==> src/rtl/fetch_packet_gen_if.sv <==
// Fetch-unit bundle: redirect/back-pressure from the core, I-cache request/response,
// and the fetch packet toward decode.
interface fetch_packet_gen_if;
  logic         redirect_i;
  logic [31:0]  redirectPC_i;
  logic         ID_stopFetch_i;

  logic         inst_req;
  logic [31:0]  inst_addr;
  logic         inst_addr_ok;
  logic         inst_data_ok;
  logic [127:0] inst_rdata;
  logic         inst_excOccur;
  logic [4:0]   inst_excCode;
  logic         inst_isRefill;

  logic         IF_valid_o;
  logic [3:0]   IF_instEnable_o;
  logic [127:0] IF_inst_p_o;
  logic [2:0]   IF_instNum_o;
  logic [31:0]  IF_instBasePC_o;
  logic         IF_hasException_o;
  logic [4:0]   IF_ExcCode_o;
  logic         IF_isRefill_o;

  modport master (
    input  redirect_i, redirectPC_i, ID_stopFetch_i,
    output inst_req, inst_addr,
    input  inst_addr_ok, inst_data_ok, inst_rdata, inst_excOccur, inst_excCode, inst_isRefill,
    output IF_valid_o, IF_instEnable_o, IF_inst_p_o, IF_instNum_o, IF_instBasePC_o,
    output IF_hasException_o, IF_ExcCode_o, IF_isRefill_o
  );

  modport slave (
    output redirect_i, redirectPC_i, ID_stopFetch_i,
    input  inst_req, inst_addr,
    output inst_addr_ok, inst_data_ok, inst_rdata, inst_excOccur, inst_excCode, inst_isRefill,
    input  IF_valid_o, IF_instEnable_o, IF_inst_p_o, IF_instNum_o, IF_instBasePC_o,
    input  IF_hasException_o, IF_ExcCode_o, IF_isRefill_o
  );
endinterface

==> src/rtl/fetch_packet_gen.sv <==
// Instruction fetch: issues one 16-byte I-cache request at a time and turns each
// response into a lane-aligned fetch packet, handling redirects and misaligned PCs.
module fetch_packet_gen #(
  parameter logic [31:0] RESET_PC  = 32'hBFC0_0000,
  parameter logic [4:0]  ADEL_CODE = 5'h04
) (
  input  logic             clk,
  input  logic             rst,
  fetch_packet_gen_if.master bus
);

  localparam int unsigned XLEN  = 32;
  localparam int unsigned LANES = 4;
  localparam int unsigned BLK   = LANES * XLEN;

  typedef enum logic [1:0] {S_REQ, S_WAIT, S_CANCEL, S_HALT} state_t;

  typedef struct packed {
    logic             valid;
    logic [LANES-1:0] en;
    logic [BLK-1:0]   inst;
    logic [2:0]       num;
    logic [XLEN-1:0]  base;
    logic             exc;
    logic [4:0]       code;
    logic             refill;
  } pkt_t;

  state_t                       state, state_nxt;
  logic [XLEN-1:0]              pc, pc_nxt;
  pkt_t                         pkt, pkt_nxt;
  logic                         req_c;
  logic                         accept;
  logic                         misaligned;
  logic                         emit_data;
  logic                         emit_adel;
  logic [1:0]                   off;
  logic [LANES-1:0][XLEN-1:0]   blk;
  logic [LANES-1:0][XLEN-1:0]   lanes;
  logic [LANES-1:0]             lane_en;
  logic [2:0]                   lane_num;

  assign misaligned = pc[1:0] != 2'b00;
  assign off        = pc[3:2];
  assign blk        = bus.inst_rdata;

  // Request only from REQ with an aligned PC; rst gating keeps outputs quiet in reset.
  assign req_c  = rst && (state == S_REQ) && !misaligned && !bus.ID_stopFetch_i;
  assign accept = req_c && bus.inst_addr_ok;

  assign emit_data = (state == S_WAIT) && bus.inst_data_ok && !bus.redirect_i;
  assign emit_adel = (state == S_REQ) && misaligned && !bus.redirect_i;

  always_ff @(posedge clk or negedge rst) begin
    if (!rst) state <= S_REQ;
    else      state <= state_nxt;
  end

  always_comb begin
    state_nxt = state;
    case (state)
      S_REQ: begin
        if (bus.redirect_i)   state_nxt = accept ? S_CANCEL : S_REQ;
        else if (misaligned)  state_nxt = S_HALT;
        else if (accept)      state_nxt = S_WAIT;
      end
      S_WAIT: begin
        if (bus.redirect_i)        state_nxt = bus.inst_data_ok ? S_REQ : S_CANCEL;
        else if (bus.inst_data_ok) state_nxt = bus.inst_excOccur ? S_HALT : S_REQ;
      end
      S_CANCEL: begin
        if (bus.inst_data_ok) state_nxt = S_REQ;
      end
      S_HALT: begin
        if (bus.redirect_i) state_nxt = S_REQ;
      end
      default: state_nxt = S_REQ;
    endcase
  end

  // Lane i takes block word off+i; lanes past the block end stay disabled and zero.
  always_comb begin
    lanes   = '0;
    lane_en = '0;
    for (int i = 0; i < LANES; i++) begin
      if (3'(i) + {1'b0, off} < 3'(LANES)) begin
        lane_en[2'(i)] = 1'b1;
        lanes[2'(i)]   = blk[2'(i) + off];
      end
    end
  end

  assign lane_num = 3'(LANES) - {1'b0, off};

  always_comb begin
    pkt_nxt       = pkt;
    pkt_nxt.valid = 1'b0;
    pc_nxt        = pc;

    if (bus.redirect_i)
      pc_nxt = bus.redirectPC_i;
    else if (emit_data && !bus.inst_excOccur)
      pc_nxt = {pc[XLEN-1:4] + 28'd1, 4'b0000};

    if (emit_adel) begin
      pkt_nxt.valid  = 1'b1;
      pkt_nxt.en     = 4'b0001;
      pkt_nxt.inst   = '0;
      pkt_nxt.num    = 3'd1;
      pkt_nxt.base   = pc;
      pkt_nxt.exc    = 1'b1;
      pkt_nxt.code   = ADEL_CODE;
      pkt_nxt.refill = 1'b0;
    end else if (emit_data) begin
      pkt_nxt.valid  = 1'b1;
      pkt_nxt.en     = lane_en;
      pkt_nxt.inst   = lanes;
      pkt_nxt.num    = lane_num;
      pkt_nxt.base   = pc;
      pkt_nxt.exc    = bus.inst_excOccur;
      pkt_nxt.code   = bus.inst_excCode;
      pkt_nxt.refill = bus.inst_isRefill;
    end
  end

  always_ff @(posedge clk or negedge rst) begin
    if (!rst) begin
      pc  <= RESET_PC;
      pkt <= '0;
    end else begin
      pc  <= pc_nxt;
      pkt <= pkt_nxt;
    end
  end

  assign bus.inst_req          = req_c;
  assign bus.inst_addr         = rst ? {pc[XLEN-1:4], 4'b0000} : '0;
  assign bus.IF_valid_o        = pkt.valid;
  assign bus.IF_instEnable_o   = pkt.en;
  assign bus.IF_inst_p_o       = pkt.inst;
  assign bus.IF_instNum_o      = pkt.num;
  assign bus.IF_instBasePC_o   = pkt.base;
  assign bus.IF_hasException_o = pkt.exc;
  assign bus.IF_ExcCode_o      = pkt.code;
  assign bus.IF_isRefill_o     = pkt.refill;

endmodule

==> src/flat_wrapper.sv <==
// flat-port wrapper written by rule: the top's interface ports become plain ports
module fetch_packet_gen_flat 
#(
  parameter logic [31:0] RESET_PC  = 32'hBFC0_0000,
  parameter logic [4:0]  ADEL_CODE = 5'h04
)
  (clk, rst, bus_redirect_i, bus_redirectPC_i, bus_ID_stopFetch_i, bus_inst_req, bus_inst_addr, bus_inst_addr_ok, bus_inst_data_ok, bus_inst_rdata, bus_inst_excOccur, bus_inst_excCode, bus_inst_isRefill, bus_IF_valid_o, bus_IF_instEnable_o, bus_IF_inst_p_o, bus_IF_instNum_o, bus_IF_instBasePC_o, bus_IF_hasException_o, bus_IF_ExcCode_o, bus_IF_isRefill_o);
  fetch_packet_gen_if bus_i ();
  input  logic clk;
  input  logic rst;
  input wire logic [$bits(bus_i.redirect_i)-1:0] bus_redirect_i;
  input wire logic [$bits(bus_i.redirectPC_i)-1:0] bus_redirectPC_i;
  input wire logic [$bits(bus_i.ID_stopFetch_i)-1:0] bus_ID_stopFetch_i;
  output wire logic [$bits(bus_i.inst_req)-1:0] bus_inst_req;
  output wire logic [$bits(bus_i.inst_addr)-1:0] bus_inst_addr;
  input wire logic [$bits(bus_i.inst_addr_ok)-1:0] bus_inst_addr_ok;
  input wire logic [$bits(bus_i.inst_data_ok)-1:0] bus_inst_data_ok;
  input wire logic [$bits(bus_i.inst_rdata)-1:0] bus_inst_rdata;
  input wire logic [$bits(bus_i.inst_excOccur)-1:0] bus_inst_excOccur;
  input wire logic [$bits(bus_i.inst_excCode)-1:0] bus_inst_excCode;
  input wire logic [$bits(bus_i.inst_isRefill)-1:0] bus_inst_isRefill;
  output wire logic [$bits(bus_i.IF_valid_o)-1:0] bus_IF_valid_o;
  output wire logic [$bits(bus_i.IF_instEnable_o)-1:0] bus_IF_instEnable_o;
  output wire logic [$bits(bus_i.IF_inst_p_o)-1:0] bus_IF_inst_p_o;
  output wire logic [$bits(bus_i.IF_instNum_o)-1:0] bus_IF_instNum_o;
  output wire logic [$bits(bus_i.IF_instBasePC_o)-1:0] bus_IF_instBasePC_o;
  output wire logic [$bits(bus_i.IF_hasException_o)-1:0] bus_IF_hasException_o;
  output wire logic [$bits(bus_i.IF_ExcCode_o)-1:0] bus_IF_ExcCode_o;
  output wire logic [$bits(bus_i.IF_isRefill_o)-1:0] bus_IF_isRefill_o;
  assign bus_i.redirect_i = bus_redirect_i;
  assign bus_i.redirectPC_i = bus_redirectPC_i;
  assign bus_i.ID_stopFetch_i = bus_ID_stopFetch_i;
  assign bus_inst_req = bus_i.inst_req;
  assign bus_inst_addr = bus_i.inst_addr;
  assign bus_i.inst_addr_ok = bus_inst_addr_ok;
  assign bus_i.inst_data_ok = bus_inst_data_ok;
  assign bus_i.inst_rdata = bus_inst_rdata;
  assign bus_i.inst_excOccur = bus_inst_excOccur;
  assign bus_i.inst_excCode = bus_inst_excCode;
  assign bus_i.inst_isRefill = bus_inst_isRefill;
  assign bus_IF_valid_o = bus_i.IF_valid_o;
  assign bus_IF_instEnable_o = bus_i.IF_instEnable_o;
  assign bus_IF_inst_p_o = bus_i.IF_inst_p_o;
  assign bus_IF_instNum_o = bus_i.IF_instNum_o;
  assign bus_IF_instBasePC_o = bus_i.IF_instBasePC_o;
  assign bus_IF_hasException_o = bus_i.IF_hasException_o;
  assign bus_IF_ExcCode_o = bus_i.IF_ExcCode_o;
  assign bus_IF_isRefill_o = bus_i.IF_isRefill_o;
  fetch_packet_gen #(.RESET_PC(RESET_PC), .ADEL_CODE(ADEL_CODE)) u_core (.clk(clk), .rst(rst), .bus(bus_i));
endmodule
==> config.mk <==
export PLATFORM = sky130hd
export DESIGN_NAME = fetch_packet_gen_flat
export DESIGN_NICKNAME = d
export VERILOG_FILES = /design/src/rtl/fetch_packet_gen_if.sv /design/src/rtl/fetch_packet_gen.sv /design/src/flat_wrapper.sv
export SDC_FILE = /design/constraint.sdc
export NUM_CORES = 1
export LEC_CHECK = 0
export CORE_ASPECT_RATIO = 0.5
export CORE_MARGIN = 2
export CORE_UTILIZATION = 46
export DETAILED_ROUTE_END_ITERATION = 6
export PLACE_DENSITY = 0.88
export SLEW_MARGIN = 20
export SYNTH_ARGS = -nofsm -noshare
export SYNTH_HDL_FRONTEND = slang
export SYNTH_SLANG_ARGS = --single-unit
==> constraint.sdc <==
create_clock -name clk -period 7 [get_ports clk]
set_input_delay 0.7 -clock clk [delete_from_list [all_inputs] [get_ports clk]]
set_output_delay 0.7 -clock clk [all_outputs]
set_load 0.1 [all_outputs]
* Word-level counts from Yosys, hierarchy flattened
Index checks and enable logic that the tools add are counted.
Cells by class: $add $sub $neg 4, reductions and logical operators 18, $lt $le $gt $ge 4, equality and inequality tests 7, mux-type cells 24
Operators by type and width (number):
- 175-bit 2-to-1 mux | 2
- 32-bit 2-to-1 mux | 7
- 32-bit binary-select mux with 2-bit select | 2
- 28-bit by 1-bit adder with 28-bit output, second input constant | 1
- 2-bit 2-to-1 mux | 10
- 1-bit logical AND | 9
- 2-bit by 3-bit less-than comparator with 1-bit output, second input constant | 3
- 2-bit one-hot mux with 4 select lines | 1
- 2-bit nonzero test | 3
- 2-bit equality test, second input constant | 2
- 1-bit zero test | 4
- 2-bit inequality test, second input constant | 2
- 4-bit by 2-bit inequality test with 1-bit output, second input constant | 1
- 4-bit AND reduction | 1
- 1-bit by 2-bit adder with 3-bit output, first input constant | 1
- 3-bit less-than comparator, second input constant | 1
- 3-bit inequality test, second input constant | 1
- 3-bit by 2-bit subtractor with 3-bit output, first input constant | 1
- 1-bit by 2-bit adder with 2-bit output, first input constant | 1
- 2-bit by 1-bit equality test with 1-bit output, second input constant | 1
- 2-bit zero test | 1
- 1-bit 2-to-1 mux | 2
Word-level totals: flip-flop bits (word level) 209, output and inout port bits 208, logic and storage cells 67, input bits 173

* Logic depth before layout (Yosys ltp)
Gate-level depths: netlist (run 1).
depth in word-level cells 9, depth in mapped cells 9, gate-level depth less buffers 5

* Least setup slack after synthesis (run 1)
OpenSTA, ideal clock, no wires.
path kind input to output, from input rst, to output bus_inst_req, arrival time 3.127 ns, stages 2, path slack 3.173 ns, data required time 6.300 ns, cells stage by stage clkbuf_1 nor3b_1
On the way: cells in the longest elaborated chain, start to end 3
RTL lines:
- start, declared | RTL line flat_wrapper.sv:10 | input logic rst;
- 1-bit logical AND (3 in a row) | RTL line fetch_packet_gen.sv:48 | assign req_c = rst && (state == S_REQ) && !misaligned && !bus.ID_stopFetch_i;
- end, declared | RTL line flat_wrapper.sv:14 | output wire logic [$bits(bus_i.inst_req)-1:0] bus_inst_req;
Every way passes these cells.

* Worst setup path in the final report (run 1)
from input rst, to output bus_inst_addr[7]
On the way: cells in the longest elaborated chain, start to end 1
RTL lines:
- 32-bit 2-to-1 mux | RTL line fetch_packet_gen.sv:137 | assign bus.inst_addr = rst ? {pc[XLEN-1:4], 4'b0000} : '0;
- end, declared | RTL line flat_wrapper.sv:15 | output wire logic [$bits(bus_i.inst_addr)-1:0] bus_inst_addr;
Every way passes these cells.

==> results of run 1 <==
## cell families after synthesis
group	Yosys count	synth area share [%]
buf+inv	137	9.57
mux	98	22.0
fa+ha+maj	3	0.453
other cells	1	0.0453
simple gates	228	13.5
flops	143	43.3
xor+xnor	9	0.951
compound gates	126	10.2
## flip-flops by register name (all words and copies together), names as in the netlist
register,cells
u_core.bus.IF_ExcCode_o,5
u_core.bus.IF_hasException_o,1
u_core.bus.IF_instBasePC_o,32
u_core.bus.IF_instEnable_o,2
u_core.bus.IF_instNum_o,3
u_core.bus.IF_inst_p_o,64
u_core.bus.IF_isRefill_o,1
u_core.bus.IF_valid_o,1
u_core.pc,32
u_core.state,2
## power groups by stage
stage	clock network (mW)	registers (mW)	logic, mW
after detailed placement	0	1.28	3.32
after global routing	1.02	1.31	3.40
after CTS	0.979	1.28	3.32
after floorplan	0	3.01	0.789
final	0.971	1.28	3.31
after global placement	0	1.27	3.28
## cells in the final DEF, fill, tap and decap left out, drive strengths merged, types with 2 or more instances in the layout
master,instances
xor2,3
clkbuf,20
inv,9
buf,11
o31a,6
mux2,32
nand2,114
o31ai,12
mux4,64
o21ai,56
conb,70
nor2,17
nand4,9
clkinv,5
xnor2,6
o211ai,4
dfrtp,134
a22o,33
or4,16
nor3,2
and3,6
dfstp,9
or3,3
mux2i,2
ha,3
bufinv,4
nand3b,2
nor4,8
and2,28
nand2b,3
nand3,15
clkdlybuf4s50,309
a31oi,11
## final cells by class
type                       count  area [sq um]  area share (%)
multi-input combinational    534          4190            35.1
timing repair buffer         320          3180            26.7
clock buffer                  20           457            3.83
tap                          234           293            2.46
sequential                   143          3590            30.2
clock inverter                12           181            1.52
inverter                       7          26.3           0.220
## layer usage
| metal | GRT usage [%] | wire length, um | vias to the layer above | share of wire (%) |
|---|---|---|---|---|
| met5 | 0 | 0 | - | 0 |
| met4 | 12.2 | 971 | 0 | 4.0 |
| met3 | 5.20 | 1430 | 69 | 5.8 |
| met2 | 44.8 | 12600 | 300 | 51 |
| met1 | 30.1 | 9490 | 3489 | 39 |
| li1 | - | - | 3147 | - |
## how the worst max path moves through the flow
stage | start | slack [ps] | to | cells after the start
after floorplan | rst | 3170 | bus_inst_req | 2
after global placement | bus_redirect_i | 3070 | u_core.bus.IF_instBasePC_o[27] | 7
after detailed placement | bus_redirect_i | 2950 | u_core.bus.IF_instBasePC_o[25] | 7
after CTS | rst | 2980 | bus_inst_addr[7] | 4
after global routing | rst | 2800 | bus_inst_addr[7] | 4
final | rst | 3030 | bus_inst_addr[7] | 4
## critical path, cell delays in order
cell and delay, ps:
buf_6 450, buf_4 670, and2_1 240, clkdlybuf4s50_1 1150
## per-stage QoR
stage                     setup WS, ps  hold slack, ps  area (sq um)
after floorplan                   3170             404          8550
after global placement            3070             460         11300
after detailed placement          2950             466         11300
after CTS                         2980             296         11900
after global routing              2800             322         11900
final                             3030             282         11900
==> impl_metrics.tcl, run 1 <==
set metrics [dict create \
    p_sw_share_pct 54.7 \
    skew_ps 9.76 \
    finalCriticalPeriod_ps 3970 \
    final_max_slew_viol_count 0 \
    async_flop_share_pct 100 \
    die_h_um 98.9 \
    finalHoldViolCount 0 \
    gp_congestion 0.819 \
    fmax_mhz 252 \
    dieWidth_um 194 \
    critPathMaxFanout 76 \
    cts_root_buf "clkbuf_16" \
    grt_max_degree 77 \
    clock_latency_ps 400 \
    finalSetupViolCount 0 \
    power.leakage_nw 4.77 \
    ys.warnings.count 0 \
    tightest_slew_ps 1070 \
    comb_power_share_pct 59.5 \
    ios 381 \
    reg2reg_slack_ps 4030 \
    synth_edf_count 0 \
    cts_inserted_buffers 17 \
    clock_path_buffers 2 \
    irDropWorstVdd_v 0.000419 \
    insertedDiodeCount 0 \
    dr.pass1.iters 5 \
    yosysSeqAreaShare_pct 43.3 \
    ys_types 44 \
    cp.required_ps 6300 \
    synthTopCellsByArea "dfrtp_1 (40%), mux4_2 (17%), buf_4 (6.4%)" \
    htree_num_levels 4 \
    pwr-share-clk_pct 17.5 \
    hold_buffers 0 \
    dp.cells 1238 \
    synth_ff_type "dfrtp_1" \
    fp-row-count 34 \
    vias 7005 \
    crit_path_start_kind "input pin" \
    ant_nets 0 \
    timing.setup.tns_ps 0 \
    crit_arrival_ps 3270 \
    synth_area_sq_mm 0.00829 \
    seqPwrFrac_pct 23.0 \
    rsz0062_at_grt "no" \
    synth_most_common_cell "dfrtp_1" \
    syn_area_per_cell_sq_um 11.1 \
    synth_top_area_cell "dfrtp_1" \
    path_class "in -> out" \
    outcome "complete, no violations" \
    power.total_mw 5.56 \
    antenna_found_initial 0 \
    ys_seq_elements 143 \
    synth_top_area_share_pct 40.5 \
    grt_pass1_wl_mm 38.7 \
    post-route-util_pct 68.2 \
    grt_use_total_pct 25.4 \
    clkSinkCount 143 \
    r2r-end "u_core.bus.IF_instBasePC_o[25]" \
    rr_startpoint "u_core.state[1]" \
    wire_per_inst_um 19.3 \
    maxCapViolations 0 \
    io_buffers 310 \
    start_util_pct 47.4 \
    ctsResizeCount 0 \
    synth_commonest_cells "dfrtp_1 (134), nand2_1 (114), buf_4 (71), mux4_2 (64), o21ai_0 (56)" \
    final_nets 1199 \
    internal_power_mw 2.52 \
    path_clk_slew_ps 60 \
    die_area_sq_mm 0.0192 \
    relSlewSlack_pct 28.6 \
    cts_tree "built" \
    first_iter_violations 378 \
    filler_cell_count 1280 \
    cts_setup_buffers 0 \
    overflow 0 \
    ff2ff_path_depth 5 \
    core_area_sq_mm 0.0175 \
    powerDensity_mw_per_mm2 467 \
    fin_cells 1270 \
    switching_power_mw 3.04 \
    drive_gt1_share_pct 15.3 \
    dp_hpwl_mm 18.0 \
    wirelength_mm 24.5 \
    finalCritPeriodShare_pct 56.7 \
    first_global_vias 7330 \
    via_per_inst 5.52 \
    synthCells 745 \
    critPathCaptureType "output port" \
    min_path_type "in -> async" \
    syn2layout_area_growth_pct 43.8 \
    drc 0 \
]
(Power assumes the default switching activity.)
==> inputs of run 2 (changes only) <==
- CORE_UTILIZATION: 46 -> 38
- PLACE_DENSITY: 0.88 -> 0.78
- clock period: 7 -> 3.65 ns (I/O delays scaled with it)
==> run 2 against run 1 <==
  * Sequential cell count unchanged
  * Critical path depth unchanged
  * First-iteration DRC count up 20%
  * Highest routed layer unchanged
  * Cell count up 5.6%
  * Design area up 0.43%
  * Clock skew up 1.7 ps
==> impl_metrics.tcl, run 2 (same netlist as run 1, synthesis figures left out) <==
set metrics [dict create \
    outcome "complete, no violations" \
    rr_startpoint "u_core.state[0]" \
    gp_congestion 0.942 \
    final_max_slew_viol_count 0 \
    crit_arrival_ps 2000 \
    critPathCaptureType "output port" \
    ctsResizeCount 0 \
    ant_nets 0 \
    finalCriticalPeriod_ps 2370 \
    cts_inserted_buffers 17 \
    min_path_type "in -> async" \
    die_h_um 108 \
    grt_max_degree 76 \
    final_common_cell "clkdlybuf4s50_1" \
    timing.final.ws_setup_ps 1280 \
    wire_per_inst_um 19.5 \
    layout_common_cells "clkdlybuf4s50_1 (280), dfrtp_1 (132), nand2_1 (114)" \
    grt_use_total_pct 23.0 \
    start_util_pct 38.5 \
    core_area_sq_mm 0.0215 \
    rsz0062_at_grt "no" \
    skew_ps 11.4 \
    pre_cts_ws_ps 882 \
    syn2layout_area_growth_pct 44.4 \
    drc 0 \
    irDropWorstVdd_v 0.000835 \
    dr.pass1.iters 5 \
    critical-path-max-stage-delay_ps 550 \
    io_buffers 310 \
    via_per_inst 5.28 \
    critPathMaxFanout 75 \
    largest_register_ffs 64 \
    power.leakage_nw 4.82 \
    reg2reg_slack_ps 1280 \
    final_nets 1203 \
    cp.required_ps 3280 \
    first_global_vias 7218 \
    powerDensity_mw_per_mm2 896 \
    ios 381 \
    drive_gt1_share_pct 18.2 \
    fmax_mhz 422 \
    crit_path_top_delay_cell "dlygate4sd3_1" \
    dieWidth_um 213 \
    cts_root_buf "clkbuf_16" \
    die_area_sq_mm 0.0231 \
    timing.setup.tns_ps 0 \
    clock_latency_ps 420 \
    relSlewSlack_pct 29.7 \
    path_clk_slew_ps 60 \
    first_iter_violations 453 \
    overflow 0 \
    path_class "in -> out" \
    clkSinkCount 143 \
    clock_path_buffers 2 \
    fin_cells 1341 \
    tightest_slew_ps 1050 \
    htree_num_levels 4 \
    finalHoldViolCount 0 \
    grt_pass1_wl_mm 40.1 \
    holdWs_ps 464 \
    fp-row-count 38 \
    crit_start "rst" \
    antenna_found_initial 1 \
    finalSetupViolCount 0 \
    crit_path_start_kind "input pin" \
    cp_cell_sequence "dlygate4sd3_1 -> buf_6 -> nor3b_1 -> buf_4" \
    vias 7080 \
    maxCapViolations 0 \
    finalCritPeriodShare_pct 64.9 \
    cts_tree "built" \
    dp.cells 1307 \
    dp_hpwl_mm 19.1 \
    filler_cell_count 1812 \
    wirelength_mm 26.2 \
]
[run 2: power by group]
part | internal [mW] | total (mW) | switching [mW]
Clock | 1.22 | 1.93 | 0.711
Combinational | 1.54 | 6.34 | 4.80
Sequential | 2.10 | 2.45 | 0.354
Total | 4.85 | 10.7 | 5.87
[run 2: layout make-up]
type,instances,area (sq um),area share [%]
diodes,1,2.50,0.0209
clock buffers,19,433,3.62
clock inverters,13,211,1.77
inverters,7,26.3,0.220
multi-input cells,534,4190,35.0
flip-flops and latches,143,3590,30.0
well taps,300,375,3.14
repair buffers,324,3140,26.2
[run 2: worst max-delay path, delay by kind of cell]
kind | cells | cell delay (ps)
buffers and inverters | 3 | 1310
and+or+nand+nor | 1 | 280
[run 2: repair_timing]
action                     4_1_cts  5_1_grt
hold buffers                     1        0
setup endpoints to repair        0        0
setup buffers                    0        0
hold endpoints to repair        34        0
[run 2: through the flow]
stage               utilization (%)  cell area [sq um]  power, mW
floorplan                         -               8550       7.28
global placement               52.5              11300       8.76
detailed placement             52.5              11300       8.83
CTS                            55.6              12000       10.8
global route                   55.6              12000       11.1
finish                         55.6              12000       10.7
[run 2: worst paths after layout]
kind	depth (start not counted)	endpoint
worst min register to register	1	u_core.bus.IF_instEnable_o[0]
max in group asynchronous	3	u_core.pc[2]
worst max register to register	5	u_core.pc[28]
worst min-delay path	2	u_core.bus.IF_instBasePC_o[31]
worst max-delay path	4	bus_inst_req
min in group clk	3	u_core.bus.IF_ExcCode_o[2]
[run 2: metal layers]
metal / vias up / global-route usage [%] / part of all wire, %
met1: 3568 / 27.7 / 39
li1: 3152 / - / -
met5: - / 0 / 0
met4: 0 / 11.9 / 4.1
met2: 296 / 40.0 / 51
met3: 64 / 4.18 / 5.7
